<file path="src/rtl/vip_slink_sched_pkg.sv">
// Shared types and default sizes for the serial-link session scheduler.
// Imported by the interface, the picker and the scheduler top.
package vip_slink_sched_pkg;

  localparam int unsigned DefNumPorts  = 4;
  localparam int unsigned DefCntWidth  = 16;
  localparam int unsigned DefStatWidth = 16;

  typedef enum logic [1:0] {
    ST_IDLE    = 2'd0,
    ST_GRANT   = 2'd1,
    ST_RELEASE = 2'd2
  } sched_state_e;

  typedef logic [$clog2(DefNumPorts)-1:0] port_idx_t;
  typedef logic [DefCntWidth-1:0]         hold_cnt_t;
  typedef logic [DefStatWidth-1:0]        stat_cnt_t;

endpackage

</file>
<file path="src/rtl/vip_slink_port_scheduler_if.sv">
// Request/grant bundle between the virtual AXI requesters and the session scheduler.
// The scheduler uses the slave view; the requester side uses the master view.
interface vip_slink_port_scheduler_if
  import vip_slink_sched_pkg::*;
#(
  parameter int unsigned NumPorts = DefNumPorts,
  parameter int unsigned IdxWidth = $clog2(NumPorts)
);

  logic [NumPorts-1:0] req_i;
  logic [NumPorts-1:0] done_i;
  logic [NumPorts-1:0] gnt_o;
  logic [IdxWidth-1:0] owner_o;
  logic                busy_o;
  logic                timeout_o;

  modport master (
    output req_i,
    output done_i,
    input  gnt_o,
    input  owner_o,
    input  busy_o,
    input  timeout_o
  );

  modport slave (
    input  req_i,
    input  done_i,
    output gnt_o,
    output owner_o,
    output busy_o,
    output timeout_o
  );

endinterface

</file>
<file path="src/rtl/vip_slink_rr_pick.sv">
// Combinational rotate-priority picker: first set request at or above ptr_i,
// wrapping around the port count.
module vip_slink_rr_pick #(
  parameter int unsigned NumPorts = 4,
  parameter int unsigned IdxWidth = $clog2(NumPorts)
) (
  input  logic [NumPorts-1:0] req_i,
  input  logic [IdxWidth-1:0] ptr_i,
  output logic [IdxWidth-1:0] idx_o,
  output logic                valid_o
);

  int unsigned cand;

  // Walk the ports starting at the pointer; the first hit wins.
  always_comb begin
    idx_o   = '0;
    valid_o = 1'b0;
    cand    = 0;
    for (int unsigned i = 0; i < NumPorts; i++) begin
      cand = (int'(ptr_i) + i) % NumPorts;
      if (!valid_o && req_i[cand]) begin
        valid_o = 1'b1;
        idx_o   = IdxWidth'(cand);
      end
    end
  end

endmodule

</file>
<file path="src/rtl/vip_slink_port_scheduler.sv">
// Session-level round-robin owner of the shared serial-link path: one requester at a
// time, released on done, withdrawal or hold-time limit, with per-port grant statistics.
module vip_slink_port_scheduler
  import vip_slink_sched_pkg::*;
#(
  parameter int unsigned NumPorts  = DefNumPorts,
  parameter int unsigned CntWidth  = DefCntWidth,
  parameter int unsigned StatWidth = DefStatWidth,
  parameter int unsigned IdxWidth  = $clog2(NumPorts)
) (
  input  logic                               clk_i,
  input  logic                               rst_ni,
  input  logic                               en_i,
  input  logic [CntWidth-1:0]                hold_limit_i,
  input  logic                               clr_stats_i,
  output logic [NumPorts-1:0][StatWidth-1:0] grant_cnt_o,
  vip_slink_port_scheduler_if.slave          port_if
);

  sched_state_e state_q, state_d;

  logic [IdxWidth-1:0] owner_q, owner_d;
  logic [IdxWidth-1:0] rr_ptr_q, rr_ptr_d;
  logic [IdxWidth-1:0] pick_idx;
  logic                pick_valid;

  logic [CntWidth-1:0] hold_cnt_q, hold_cnt_d;

  logic [NumPorts-1:0] gnt_q, gnt_d;
  logic                busy_q, busy_d;
  logic                timeout_q, timeout_d;
  logic                grant_fire;

  logic                sess_end;
  logic                limit_hit;

  logic [NumPorts-1:0][StatWidth-1:0] grant_cnt_q;

  function automatic logic [NumPorts-1:0] to_onehot(input logic [IdxWidth-1:0] idx);
    logic [NumPorts-1:0] vec;
    vec      = '0;
    vec[idx] = 1'b1;
    return vec;
  endfunction

  function automatic logic [IdxWidth-1:0] next_idx(input logic [IdxWidth-1:0] idx);
    return (idx == IdxWidth'(NumPorts - 1)) ? '0 : idx + IdxWidth'(1);
  endfunction

  vip_slink_rr_pick #(
    .NumPorts (NumPorts),
    .IdxWidth (IdxWidth)
  ) u_rr_pick (
    .req_i   (port_if.req_i),
    .ptr_i   (rr_ptr_q),
    .idx_o   (pick_idx),
    .valid_o (pick_valid)
  );

  // Done or withdrawal outranks the limit, which is what suppresses the timeout pulse.
  assign sess_end  = port_if.done_i[owner_q] | ~port_if.req_i[owner_q];
  assign limit_hit = (hold_limit_i != '0) && (hold_cnt_q == hold_limit_i - CntWidth'(1));

  always_comb begin
    state_d    = state_q;
    owner_d    = owner_q;
    rr_ptr_d   = rr_ptr_q;
    hold_cnt_d = hold_cnt_q;
    gnt_d      = '0;
    busy_d     = 1'b0;
    timeout_d  = 1'b0;
    grant_fire = 1'b0;
    case (state_q)
      ST_IDLE, ST_RELEASE: begin
        if (en_i && pick_valid) begin
          state_d    = ST_GRANT;
          owner_d    = pick_idx;
          hold_cnt_d = '0;
          gnt_d      = to_onehot(pick_idx);
          busy_d     = 1'b1;
          grant_fire = 1'b1;
        end else begin
          state_d = ST_IDLE;
        end
      end
      ST_GRANT: begin
        if (sess_end || limit_hit) begin
          state_d   = ST_RELEASE;
          rr_ptr_d  = next_idx(owner_q);
          timeout_d = limit_hit & ~sess_end;
        end else begin
          hold_cnt_d = hold_cnt_q + CntWidth'(1);
          gnt_d      = to_onehot(owner_q);
          busy_d     = 1'b1;
        end
      end
      default: state_d = ST_IDLE;
    endcase
  end

  always_ff @(posedge clk_i or negedge rst_ni) begin
    if (!rst_ni) begin
      state_q    <= ST_IDLE;
      owner_q    <= '0;
      rr_ptr_q   <= '0;
      hold_cnt_q <= '0;
      gnt_q      <= '0;
      busy_q     <= 1'b0;
      timeout_q  <= 1'b0;
    end else begin
      state_q    <= state_d;
      owner_q    <= owner_d;
      rr_ptr_q   <= rr_ptr_d;
      hold_cnt_q <= hold_cnt_d;
      gnt_q      <= gnt_d;
      busy_q     <= busy_d;
      timeout_q  <= timeout_d;
    end
  end

  // A clear in the same cycle as a grant leaves the winner's counter at zero.
  always_ff @(posedge clk_i or negedge rst_ni) begin
    if (!rst_ni) begin
      grant_cnt_q <= '0;
    end else if (clr_stats_i) begin
      grant_cnt_q <= '0;
    end else if (grant_fire && (grant_cnt_q[pick_idx] != '1)) begin
      grant_cnt_q[pick_idx] <= grant_cnt_q[pick_idx] + StatWidth'(1);
    end
  end

  assign port_if.gnt_o     = gnt_q;
  assign port_if.owner_o   = owner_q;
  assign port_if.busy_o    = busy_q;
  assign port_if.timeout_o = timeout_q;
  assign grant_cnt_o       = grant_cnt_q;

  a_gnt_onehot0 : assert property (@(posedge clk_i) disable iff (!rst_ni)
    $onehot0(gnt_q));

  a_gnt_busy : assert property (@(posedge clk_i) disable iff (!rst_ni)
    (gnt_q != '0) == busy_q);

  a_no_handover_without_bubble : assert property (@(posedge clk_i) disable iff (!rst_ni)
    ((gnt_q != '0) && ($past(gnt_q) != '0)) |-> (gnt_q == $past(gnt_q)));

endmodule

</file>
<file path="src/flat_wrapper.sv">
// flat-port wrapper written by rule: the top's interface ports become plain ports
module vip_slink_port_scheduler_flat import vip_slink_sched_pkg::*;
#(
  parameter int unsigned NumPorts  = DefNumPorts,
  parameter int unsigned CntWidth  = DefCntWidth,
  parameter int unsigned StatWidth = DefStatWidth,
  parameter int unsigned IdxWidth  = $clog2(NumPorts)
)
  (clk_i, rst_ni, en_i, hold_limit_i, clr_stats_i, grant_cnt_o, port_if_req_i, port_if_done_i, port_if_gnt_o, port_if_owner_o, port_if_busy_o, port_if_timeout_o);
  vip_slink_port_scheduler_if #(.NumPorts(NumPorts), .IdxWidth(IdxWidth)) port_if_i ();
  input  logic clk_i;
  input  logic rst_ni;
  input  logic en_i;
  input  logic [CntWidth-1:0] hold_limit_i;
  input  logic clr_stats_i;
  output logic [NumPorts-1:0][StatWidth-1:0] grant_cnt_o;
  input wire logic [$bits(port_if_i.req_i)-1:0] port_if_req_i;
  input wire logic [$bits(port_if_i.done_i)-1:0] port_if_done_i;
  output wire logic [$bits(port_if_i.gnt_o)-1:0] port_if_gnt_o;
  output wire logic [$bits(port_if_i.owner_o)-1:0] port_if_owner_o;
  output wire logic [$bits(port_if_i.busy_o)-1:0] port_if_busy_o;
  output wire logic [$bits(port_if_i.timeout_o)-1:0] port_if_timeout_o;
  assign port_if_i.req_i = port_if_req_i;
  assign port_if_i.done_i = port_if_done_i;
  assign port_if_gnt_o = port_if_i.gnt_o;
  assign port_if_owner_o = port_if_i.owner_o;
  assign port_if_busy_o = port_if_i.busy_o;
  assign port_if_timeout_o = port_if_i.timeout_o;
  vip_slink_port_scheduler #(.NumPorts(NumPorts), .CntWidth(CntWidth), .StatWidth(StatWidth), .IdxWidth(IdxWidth)) u_core (.clk_i(clk_i), .rst_ni(rst_ni), .en_i(en_i), .hold_limit_i(hold_limit_i), .clr_stats_i(clr_stats_i), .grant_cnt_o(grant_cnt_o), .port_if(port_if_i));
endmodule
</file>
<file path="config.mk">
export PLATFORM = sky130hd
export DESIGN_NAME = vip_slink_port_scheduler_flat
export DESIGN_NICKNAME = d
export VERILOG_FILES = /design/src/rtl/vip_slink_sched_pkg.sv /design/src/rtl/vip_slink_port_scheduler_if.sv /design/src/rtl/vip_slink_rr_pick.sv /design/src/rtl/vip_slink_port_scheduler.sv /design/src/flat_wrapper.sv
export SDC_FILE = /design/constraint.sdc
export NUM_CORES = 1
export LEC_CHECK = 0
export ABC_AREA = 1
export CORE_MARGIN = 4
export CORE_UTILIZATION = 50
export CTS_BUF_LIST = sky130_fd_sc_hd__clkbuf_2 sky130_fd_sc_hd__clkbuf_4 sky130_fd_sc_hd__clkbuf_8
export DETAILED_ROUTE_END_ITERATION = 8
export PLACE_DENSITY = 0.75
export SLEW_MARGIN = 20
export SYNTH_ARGS = -nofsm -noshare
export SYNTH_HDL_FRONTEND = slang
export SYNTH_SLANG_ARGS = --single-unit
export TNS_END_PERCENT = 30
</file>
<file path="constraint.sdc">
create_clock -name clk_i -period 4.1 [get_ports clk_i]
set_input_delay 0.82 -clock clk_i [delete_from_list [all_inputs] [get_ports clk_i]]
set_output_delay 0.82 -clock clk_i [all_outputs]
set_load 0.02 [all_outputs]
</file>
**Word level (Yosys, flattened, before mapping)**

Cells that the tools add are included.

- Add/subtract/negate cells: 7
- $lt $le $gt $ge: 8
- Equal/unequal tests: 8
- Muxes and demuxes: 47
- Bitwise operators: 4
- Reductions and logical operators: 20

Operators by type and width:

| kind | count |
|---|---|
| $mux W64 | 2 |
| $bwmux W64 | 1 |
| $mux W16 | 4 |
| $add A16 B1 Y16 const B | 2 |
| $bmux W16 S2 | 1 |
| $demux W16 S2 | 1 |
| $pmux W16 S2 | 1 |
| $lt A2 B3 Y1 const B | 6 |
| $mux W1 | 18 |
| $eq A16 B16 Y1 | 1 |
| $ne A16 B16 Y1 const B | 1 |
| $reduce_bool A16 Y1 | 1 |
| $sub A16 B1 Y16 const B | 1 |
| $bmux W1 S2 | 6 |
| $mux W2 | 6 |
| $logic_and A1 B1 Y1 | 8 |
| $mux W4 | 2 |
| $pmux W4 S2 | 1 |
| $add A2 B1 Y2 const B | 2 |
| $add A2 B2 Y2 const B | 2 |
| $demux W1 S2 | 2 |
| $eq A2 B2 Y1 const B | 2 |
| $ge A2 B1 Y1 const B | 2 |
| $ne A2 B1 Y1 const B | 2 |
| other kinds (14) | 19 |

- Register bits after elaboration: 92
- Output and inout port bits: 72

**Longest topological paths before layout**

Gate-level depths: netlist of run 1.

- Word-level depth: 19
- Gate-level depth with buffers: 28
- Mapped depth without buffers: 25

**By module**

Synthesis of run 1 repeated with hierarchy kept, for this count alone.

- Cells, all modules: 931
- Area total of the unflattened synthesis: 6244.7 um^2

By module, submodules not included:

| module | instances | cells each | area each (um^2) |
|---|---|---|---|
| vip_slink_port_scheduler | 1 | 872 | 5925.7 |
| vip_slink_rr_pick | 1 | 59 | 319.1 |

**Worst setup path before layout of run 1**

Ideal clock, no wire load.

- Path kind: input to register
- Start point: input port port_if_req_i[3]
- End point: register u_core.grant_cnt_q, in the netlist u_core.grant_cnt_o[29]
- Library setup time: 0.118 ns
- Data arrival time: 3.201 ns
- Data required time: 3.982 ns
- Slack: 0.781 ns
- Cell stages on the path: 24
- Path buffers: 3
- Cells stage by stage: inv_1 -> nand2_1 -> nand3_1 -> nand2_2 -> nor2_4 -> nand3_4 -> nand3_4 -> buf_6 -> buf_8 -> nand2_1 -> nand2_1 -> nand2_1 -> nand2_2 -> ha_1 -> inv_1 -> nor2_4 -> nand2_4 -> nor2_8 -> nand2_4 -> nand2_4 -> nor2_8 -> buf_6 -> nand2_1 -> nand2_1

- Cells in the longest elaborated chain, start to end: 19
- Elaborated cells on any way between the ends: 39

Ends and longest elaborated chain:

| what | line | RTL |
|---|---|---|
| start: declaration | flat_wrapper.sv:17 | `input wire logic [$bits(port_if_i.req_i)-1:0] port_if_req_i;` |
| parallel branches: the longest is 19 deep, another holds $bmux W1 S2 | - |  |
| end signal: indexed assignment | vip_slink_port_scheduler.sv:128 | `grant_cnt_q[pick_idx] <= grant_cnt_q[pick_idx] + StatWidth'(1);` |
| end: declaration | vip_slink_port_scheduler.sv:37 | `logic [NumPorts-1:0][StatWidth-1:0] grant_cnt_q;` |

Several ways; the timed one is not identified. The select of a mux whose other input is x is not followed.
A chain may end at the register's enable or synchronous reset.

**Worst setup path in the final report of run 1**

- Start point: input port port_if_req_i[3]
- End point: register u_core.grant_cnt_q, in the netlist u_core.grant_cnt_o[32]

Same word-level chain as after synthesis.

==> results of run 1 <==
==> registers in the layout, summed over array words and instances (netlist names) <==
register and count:
u_core.grant_cnt_o 64, u_core.hold_cnt_q 16, u_core.port_if.gnt_o 4, u_core.state_q 2, u_core.rr_ptr_q 2, u_core.port_if.busy_o 1
u_core.port_if.owner_o 2, u_core.port_if.timeout_o 1
==> path summary, 6_finish.rpt <==
path | startpoint | end | slack, ns
worst min-delay path | rst_ni | u_core.hold_cnt_q[0] | 0.48
worst max-delay path | port_if_req_i[3] | u_core.grant_cnt_o[32] | 0.42
min in group clk_i | u_core.grant_cnt_o[25] | u_core.grant_cnt_o[25] | 0.54
worst max register to register | u_core.rr_ptr_q[0] | u_core.grant_cnt_o[32] | 0.69
max in group asynchronous | rst_ni | u_core.grant_cnt_o[56] | 2.95
worst min register to register | u_core.grant_cnt_o[25] | u_core.grant_cnt_o[25] | 0.54
==> worst max-delay path: stages <==
cell and delay, ns:
sky130_fd_sc_hd__clkdlybuf4s50_1 0.43, sky130_fd_sc_hd__inv_1 0.10, sky130_fd_sc_hd__nand2_1 0.07, sky130_fd_sc_hd__nand3_1 0.14
sky130_fd_sc_hd__nand2_2 0.10, sky130_fd_sc_hd__nor2_4 0.17, sky130_fd_sc_hd__nand3b_1 0.10, sky130_fd_sc_hd__nand3_1 0.08
sky130_fd_sc_hd__nand2_2 0.16, sky130_fd_sc_hd__inv_2 0.20, sky130_fd_sc_hd__nand2_1 0.09, sky130_fd_sc_hd__nand2_2 0.12
sky130_fd_sc_hd__ha_1 0.27, sky130_fd_sc_hd__inv_1 0.11, sky130_fd_sc_hd__nor2_4 0.13, sky130_fd_sc_hd__nand2_4 0.08
sky130_fd_sc_hd__nor2_8 0.17, sky130_fd_sc_hd__nand3_4 0.13, sky130_fd_sc_hd__nand3_2 0.32, sky130_fd_sc_hd__o21ai_0 0.14
==> where the power goes <==
| part | switching (mW) | total [mW] | internal [mW] |
|---|---|---|---|
| Clock | 0.328 | 0.648 | 0.320 |
| Combinational | 3.06 | 4.47 | 1.42 |
| Sequential | 0.232 | 1.36 | 1.13 |
| Total | 3.61 | 6.48 | 2.87 |
==> per-layer routing <==
layer,wire (um),vias to the layer above,global-route usage (%)
met5,0,-,0
met4,363,0,8.36
met3,1270,27,3.54
met2,7990,257,37.8
met1,8420,2815,37.0
li1,-,3093,-
==> cells in the final DEF, fill, tap and decap left out, types with 2 or more instances in the layout <==
cell type	count
sky130_fd_sc_hd__o21ai_1	24
sky130_fd_sc_hd__dfrtp_1	92
sky130_fd_sc_hd__nand2_4	7
sky130_fd_sc_hd__clkbuf_8	11
sky130_fd_sc_hd__nand2_2	10
sky130_fd_sc_hd__xor2_1	26
sky130_fd_sc_hd__nor2_2	3
sky130_fd_sc_hd__xnor2_1	12
sky130_fd_sc_hd__o21ai_0	31
sky130_fd_sc_hd__nor2_4	5
sky130_fd_sc_hd__or2_2	2
sky130_fd_sc_hd__clkinv_1	2
sky130_fd_sc_hd__inv_2	10
sky130_fd_sc_hd__nand3_1	102
sky130_fd_sc_hd__buf_4	12
sky130_fd_sc_hd__clkinv_2	2
sky130_fd_sc_hd__nor3_1	8
sky130_fd_sc_hd__nor2_8	3
sky130_fd_sc_hd__nor4_1	6
sky130_fd_sc_hd__clkdlybuf4s50_1	98
sky130_fd_sc_hd__a21oi_1	2
sky130_fd_sc_hd__nand3_4	3
sky130_fd_sc_hd__nand2_1	331
sky130_fd_sc_hd__ha_1	7
sky130_fd_sc_hd__nor2_1	60
sky130_fd_sc_hd__inv_1	100
sky130_fd_sc_hd__nand3_2	5
sky130_fd_sc_hd__buf_12	2
sky130_fd_sc_hd__o31ai_1	2
sky130_fd_sc_hd__nand4_1	31
==> layout make-up <==
class,count,area share [%]
multi-input cells,683,44.2
repair buffers,113,14.7
clock buffers,12,2.08
clock inverters,4,0.621
well taps,168,2.75
inverters,113,5.61
flip-flops and latches,92,30.1
==> kinds of logic after synthesis <==
group | after synthesis
buffers and inverters | 147
flip-flops | 92
adder cells (fa/ha/maj) | 7
AND/OR/NAND/NOR | 577
XOR/XNOR | 38
AO/OA/AOI/OAI | 61
==> per-stage QoR <==
step / hold slack [ns] / setup WS, ns
floorplan: 0.496 / 0.781
global placement: 0.515 / 0.124
detailed placement: 0.520 / 0.0213
CTS: 0.543 / 0.412
global route: 0.541 / 0.0309
finish: 0.478 / 0.424
==> results, run 1 <==
- The tree built by TritonCTS fans out to 92 sinks.
- Once the floorplan was initialized, standard cells occupied roughly half of the core.
- Measured on the finished design, the core utilization comes to 62.4%.
- The xor and xnor area share after synthesis is 5.22%.
- The relative area change from synthesis to final layout is 20.2%.
- The clock-pin slew on the worst setup and hold paths is 0.09 ns.
- The number of pins exceeding their max-slew limit in the final report is 0.
- Across the routed clock network, the largest skew measured is 0.00860 ns.
- The first detailed-routing pass ran for 5 iterations.
- In this run the power density over the cells is 847 nW/um^2.
- The global-route total usage across every layer is 25.1%.
- The post-synth design cell area is 6370 um^2.
- The number of filler cells placed in the layout is 1,132.
- The type of the setup path with the least slack is input port to flip-flop.
- In the final timing run, aggregate negative setup slack is 0 ns.
- Measured against its own limit, the worst slew margin works out to 51.1%.
- The final number of setup-violating endpoints is 0.
- The source-to-sink clock delay at the later pin of the worst-skew pair is 0.38 ns.
- The hold-fix buffer count after cts is 0.
- Entering global routing, the biggest net connects 81 pins.
- The classification of the worst-slack hold path is input port to async pin.
- The total of max-cap violations is 0.
- Summing all placed instances gives a cell area of ~7400 um^2.
- The largest family of logic cells by synthesized area is simple AND/OR/NAND/NOR gates.
- The worst setup path is launched from an input port.
- Summed over all layers, the global routing overflow is 0.
- Summing the areas of all and, or, nand and nor instances in the mapped netlist gives 41.6% of the synthesized area.
- The number of cells after detailed placement is 1,169.
- The remaining antenna violation count is 0.
- The portion of synthesized area spent on multiplexers is 0%.
- The fraction of registers with async set or reset after synthesis is 100%.
- The total setup buffers inserted after CTS is 0.
- The most used flip-flop cell after synthesis is sky130_fd_sc_hd__dfrtp_1.
- Of all nets on the critical path, the largest fanout is 14.
- Counting I/O delays and the setup requirement, the final critical path takes 3.68 ns.
- The number of remaining DRC errors is 0.
- The number of nets in the layout is 1,047.
- The row count is 40.
- The initial antenna violation count is 0.
- The transition time of the tightest slew-check pin is between 0.7 and 0.8 ns.
- The synthesized design spends more area on one cell type than any other, namely sky130_fd_sc_hd__dfrtp_1.
- Of the total synthesized cell area, the portion taken by full adders, half adders and majority gates is 1.37%.
- Summed over all cells, the static leakage comes to 3.77 nW.
- The post-route cell area is 7660 um^2.
- Dividing the final minimum period by the clock period gives 89.7%.
- The wire length of the first global-routing pass is 29,500 um.
- The endpoint class of the critical path is a flip-flop.
- The repair_antennas step left the layout with diodes totalling 0.
- In this run the vertical extent of the chip is 121 um.
- In the post-synthesis netlist, the biggest area contributors are sky130_fd_sc_hd__dfrtp_1, sky130_fd_sc_hd__nand2_1, sky130_fd_sc_hd__nand3_1.
- The number of buffers inserted during clock tree synthesis is 9.
- The flow ran to the end, and the final reports show no timing, DRC or antenna violations.
- The number of nets handed over by synthesis was 957.
- The share of the Yosys chip area taken by registers is a little over a third.
- The synthesized area divided by synthesized cell count is 6.91 um^2.
- The initial detailed-routing violation count is 527.
- Summing the areas of all compound-gate instances in the mapped netlist gives 4.97% of the synthesized area.
- In this run the count of I/O pins placed on the die edge is 100.
- The number of distinct library cells after synthesis is 34.
- The maximum clock rate is 272 MHz.
- Dividing the detail-routed via count by the number of cells gives 5.23.
- The combined flip-flop and latch cell area is around 2300 um^2.
- Ranked by instance count, the synthesized netlist is headed by sky130_fd_sc_hd__nand2_1, sky130_fd_sc_hd__nand3_1, sky130_fd_sc_hd__inv_1.
- The core region area is 12,300 um^2.
- Summed over all layers, the routed wires come to 18,000 um.
- The number of gates given a new drive strength after cts is 0.
- The area of the multi-input gates is 3390 um^2.
- Total power for the finished layout comes to 6.48 mW.
- In this run the tool buffered the top-level ports with just under 100 buffer cells.
- CTS placed an instance of sky130_fd_sc_hd__clkbuf_8 at the clock tree root.
- The count of final hold-check violations is 0.
- TritonCTS built the clock tree.
- The total number of vias is about 6,200.
- The synthesized netlist cell count is between 900 and 1,000.
- In this run, synthesis inferred 0 flip-flops with an integrated enable.
- The average routed wire per standard cell is 15.2 um.
- Setup repair after global routing left no endpoint under its margin.
- The via count of the first global-routing pass is 5,766.
- Cells with a size suffix above 1 make up 7.96% of the layout.
- The top cell type's share of synthesized area is a little over a third.
- The arrival time of the worst setup path is 3.92 ns.
- Measured along the x axis, the die boundary spans approximately 120 um.
- The data required time of the critical path is 4.35 ns.
- The library cell with the highest instance count after synthesis is sky130_fd_sc_hd__nand2_1.
- The number of cells on the worst reg-to-reg path is 20.
- The final weighted congestion in routability-driven placement is a little under 1.
- The HPWL after detailed placement is around 13,000 um.
- The worst-case IR drop observed on VDD is around 430 uV.
- The number of standard cells in the layout, taps in and fillers out is 1,185.
- The number of flip-flops and latches in the synthesized netlist is 92.
- The area enclosed by the die boundary is 14,600 um^2.
- The longest clock path from root to sink contains 2 buffers.
- The number of warnings issued by yosys is 0.
- The clock tree synthesis step divided the H-tree into 3 levels.
Note: power is estimated with default switching activity, not from simulation.
==> inputs of run 2 (changes only) <==
--- a/config.mk
+++ b/config.mk
@@ -10,9 +10,10 @@
 export CORE_UTILIZATION = 50
 export CTS_BUF_LIST = sky130_fd_sc_hd__clkbuf_2 sky130_fd_sc_hd__clkbuf_4 sky130_fd_sc_hd__clkbuf_8
 export DETAILED_ROUTE_END_ITERATION = 8
+export MAX_ROUTING_LAYER = met4
 export PLACE_DENSITY = 0.75
 export SLEW_MARGIN = 20
 export SYNTH_ARGS = -nofsm -noshare
 export SYNTH_HDL_FRONTEND = slang
 export SYNTH_SLANG_ARGS = --single-unit
-export TNS_END_PERCENT = 30
+export TNS_END_PERCENT = 100
==> results, run 2 (synthesis gave the netlist of run 1 again) <==
- The number of pins exceeding their max-slew limit in the final report came to 0 (unchanged).
- The share of cells above drive strength 1 came to 7.96% (unchanged).
- The via-per-instance ratio was 5.26 (was 5.23).
- The die width is 121 um (unchanged).
- The count of buffering cells on the critical path with inverters included came to 5 (was 4).
- The commonest non-fill, non-tap cell in the layout is sky130_fd_sc_hd__nand2_1 (unchanged).
- The final weighted congestion in routability-driven placement was 0.980 (was 0.978).
- The number of nets in the layout is 1,047 (unchanged).
- The number of top-level design ports came to 100 (unchanged).
- Ordered list of cells on the worst path: clkdlybuf4s50_1 > inv_1 > nand2_1 > nand3_1 > nand2_2 > nor2_4 > nand3_1 > nand3_1 > nand2_2 > inv_2 > buf_4 > nand2_1 > nand2_1 > nor2_2 > nand2_1 > inv_2 > nand3_4 > nand3_2 > o21ai_0 (was clkdlybuf4s50_1 > inv_1 > nand2_1 > nand3_1 > nand2_2 > nor2_4 > nand3b_1 > nand3_1 > nand2_2 > inv_2 > nand2_1 > nand2_2 > ha_1 > inv_1 > nor2_4 > nand2_4 > nor2_8 > nand3_4 > nand3_2 > o21ai_0).
- The post-layout minimum cycle time was 3.74 ns (was 3.68 ns).
- The total wire length is 18,500 um (was 18,000 um).
- The pin count of the biggest net entering global routing is 81 (unchanged).
- The initial antenna violation count is 0 (unchanged).
- The number of I/O port buffers is 99 (unchanged).
- The initial detailed-routing violation count was 547 (was 527).
- The biggest fanout along the worst timing path is 14 (unchanged).
- The source-to-sink clock delay at the later pin of the worst-skew pair is 0.38 ns (about the same).
- The total clock sinks is 92 (unchanged).
- The clock-pin slew on the worst setup and hold paths is 0.09 ns (about the same).
- The flip-flop count of the largest register after layout was 64 (unchanged).
- The via count of the first global-routing pass is 5,680 (was 5,766).
- The cell repeated most along the worst path is sky130_fd_sc_hd__nand2_1 (was sky130_fd_sc_hd__nand2_2).
- The classification of the worst-slack hold path is input port to async pin (unchanged).
- The average routed wire per standard cell was 15.6 um (was 15.2 um).
- The setup TNS after final layout is 0 ns (unchanged).
- The iteration count of the initial detailed-routing pass is 7 (was 5).
- The number of buffers inserted during clock tree synthesis is 9 (unchanged).
- The maximum clock rate came to 267 MHz (was 272 MHz).
- Outcome: finished, final reports clean (unchanged).
- The number of remaining DRC errors came to 0 (unchanged).
- The row count was 40 (unchanged).
- The endpoint class of the critical path is a flip-flop (unchanged).
- Commonest cells after routing, fill and taps aside: sky130_fd_sc_hd__nand2_1, sky130_fd_sc_hd__nand3_1, sky130_fd_sc_hd__inv_1, sky130_fd_sc_hd__clkdlybuf4s50_1, sky130_fd_sc_hd__dfrtp_1 (unchanged).
- The share of the cycle needed by the critical path after routing is 91.3% (was 89.7%).
- The CTS root buffer is sky130_fd_sc_hd__clkbuf_8 (unchanged).
- The count of final hold-check violations is 0 (unchanged).
- The total setup buffers inserted after CTS came to 0 (unchanged).
- The total of max-cap violations came to 0 (unchanged).
- The setup slack of the worst register-to-register path is 0.58 ns (was 0.69 ns).
- The clock tree from TritonCTS is built (unchanged).
- The leakage power figure came to 3.78 nW (was 3.77 nW).
- The data required time of the critical path is 4.39 ns (was 4.35 ns).
- The wire length of the first global-routing pass is 29,900 um (was 29,500 um).
- The area of the multi-input gates is 3390 um^2 (unchanged).
- The remaining antenna violation count was 0 (unchanged).
- The vertical extent of the die is 121 um (unchanged).
- The maximum single-stage delay on the critical path is 0.43 ns (about the same).
- The number of standard cells in the layout, taps in and fillers out is 1,185 (unchanged).
- The number of antenna repair diodes is 0 (unchanged).
- The kind of start point of the critical path is an input port (unchanged).
- The number of filler cells placed in the layout is 1,136 (was 1,132).
- The number of buffers on the longest clock path is 2 (unchanged).
- The relative slew slack is 48.7% (was 51.1%).
- The area enclosed by the die boundary was 14,600 um^2 (unchanged).
- The final number of setup-violating endpoints was 0 (unchanged).
- The global-route total usage across every layer is 26.5% (was 25.1%).
- The total number of vias is 6,228 (was 6,192).
- The combined flip-flop and latch cell area is 2300 um^2 (unchanged).
- The starting density of the core is 51.9% (unchanged).
- The number of cells after detailed placement is 1,169 (unchanged).
- The type of the setup path with the least slack was input port to flip-flop (unchanged).
- The transition time of the tightest slew-check pin is 0.769 ns (was 0.733 ns).
- The critical-path cell with the highest stage delay is sky130_fd_sc_hd__clkdlybuf4s50_1 (unchanged).
- The number of gates given a new drive strength after cts came to 0 (unchanged).
- The maximum ir drop on the vdd rail came to 449 uV (was 426 uV).
- The core region area was 12,300 um^2 (unchanged).
- The hold-fix buffer count after cts is 0 (unchanged).
- The remaining global-route overflow is 0 (unchanged).
- The arrival time of the worst setup path is 4.03 ns (was 3.92 ns).
- The power density over the cells came to 855 nW/um^2 (was 847 nW/um^2).
- The relative area change from synthesis to final layout is 20.5% (was 20.2%).
- The family of cells with the greatest summed delay on the critical path is simple AND/OR/NAND/NOR gates (unchanged).
- The setup skew after layout is 0.0122 ns (was 0.00860 ns).
- The HPWL after detailed placement is 13,300 um (was 13,000 um).
- The number of H-tree levels is 3 (unchanged).
- RSZ-0062 raised after global routing: false (unchanged).
[run 2: cell types whose count changed in the layout (fill, tap and decap cells not counted), sizes merged]
| cell | delta |
|---|---|
| bufinv | +1 |
| clkbuf | +1 |
| clkinv | -2 |
[run 2: final cells by class]
cell class | count | share of cell area [%]
clock inverter | 3 | 0.880
timing repair buffer | 113 | 14.5
multi-input combinational | 683 | 44.1
tap | 168 | 2.74
sequential | 92 | 30.0
clock buffer | 13 | 2.25
inverter | 113 | 5.59
[run 2: per-stage QoR]
step | utilization [%] | hold slack, ns | worst slack (ns) | cell area, um^2 | power [mW]
after floorplan | - | 0.496 | 0.781 | 6370 | 4.53
after global placement | 60.6 | 0.515 | 0.0681 | 7430 | 5.79
after detailed placement | 60.6 | 0.519 | 0.0434 | 7430 | 5.78
after CTS | 62.6 | 0.545 | 0.438 | 7670 | 6.54
after global routing | 62.6 | 0.533 | 0.114 | 7680 | 7.14
final | 62.6 | 0.448 | 0.355 | 7680 | 6.57
[run 2: routing by layer]
layer | up-vias | global-route usage [%] | share of wire (%)
met4 | 0 | 8.14 | 1.6
met2 | 246 | 38.4 | 45
met1 | 2866 | 38.8 | 47
met3 | 22 | 3.45 | 6.5
met5 | - | - | 0
li1 | 3094 | - | -
[run 2: final timing paths]
path / startpoint / to / cells after the start
worst max-delay path: port_if_req_i[3] / u_core.grant_cnt_o[1] / 19
worst min-delay path: rst_ni / u_core.port_if.owner_o[0] / 1
worst max register to register: u_core.rr_ptr_q[0] / u_core.grant_cnt_o[1] / 19
worst min register to register: u_core.grant_cnt_o[21] / u_core.grant_cnt_o[21] / 2
max in group asynchronous: rst_ni / u_core.port_if.timeout_o / 2
min in group clk_i: u_core.grant_cnt_o[21] / u_core.grant_cnt_o[21] / 2
[run 2: power by group]
| group | leakage [nW] | internal, mW | switching (mW) |
|---|---|---|---|
| logic | 2.39 | 1.39 | 3.07 |
| clock network | 0.119 | 0.401 | 0.337 |
| registers | 1.27 | 1.13 | 0.232 |
==> inputs of run 3 (changes only) <==
--- a/config.mk
+++ b/config.mk
@@ -16,4 +16,4 @@
 export SYNTH_ARGS = -nofsm -noshare
 export SYNTH_HDL_FRONTEND = slang
 export SYNTH_SLANG_ARGS = --single-unit
-export TNS_END_PERCENT = 100
+export TNS_END_PERCENT = 10
==> results of run 3 <==
Same layout as run 2: the final DEF is identical, and so are final timing and power.
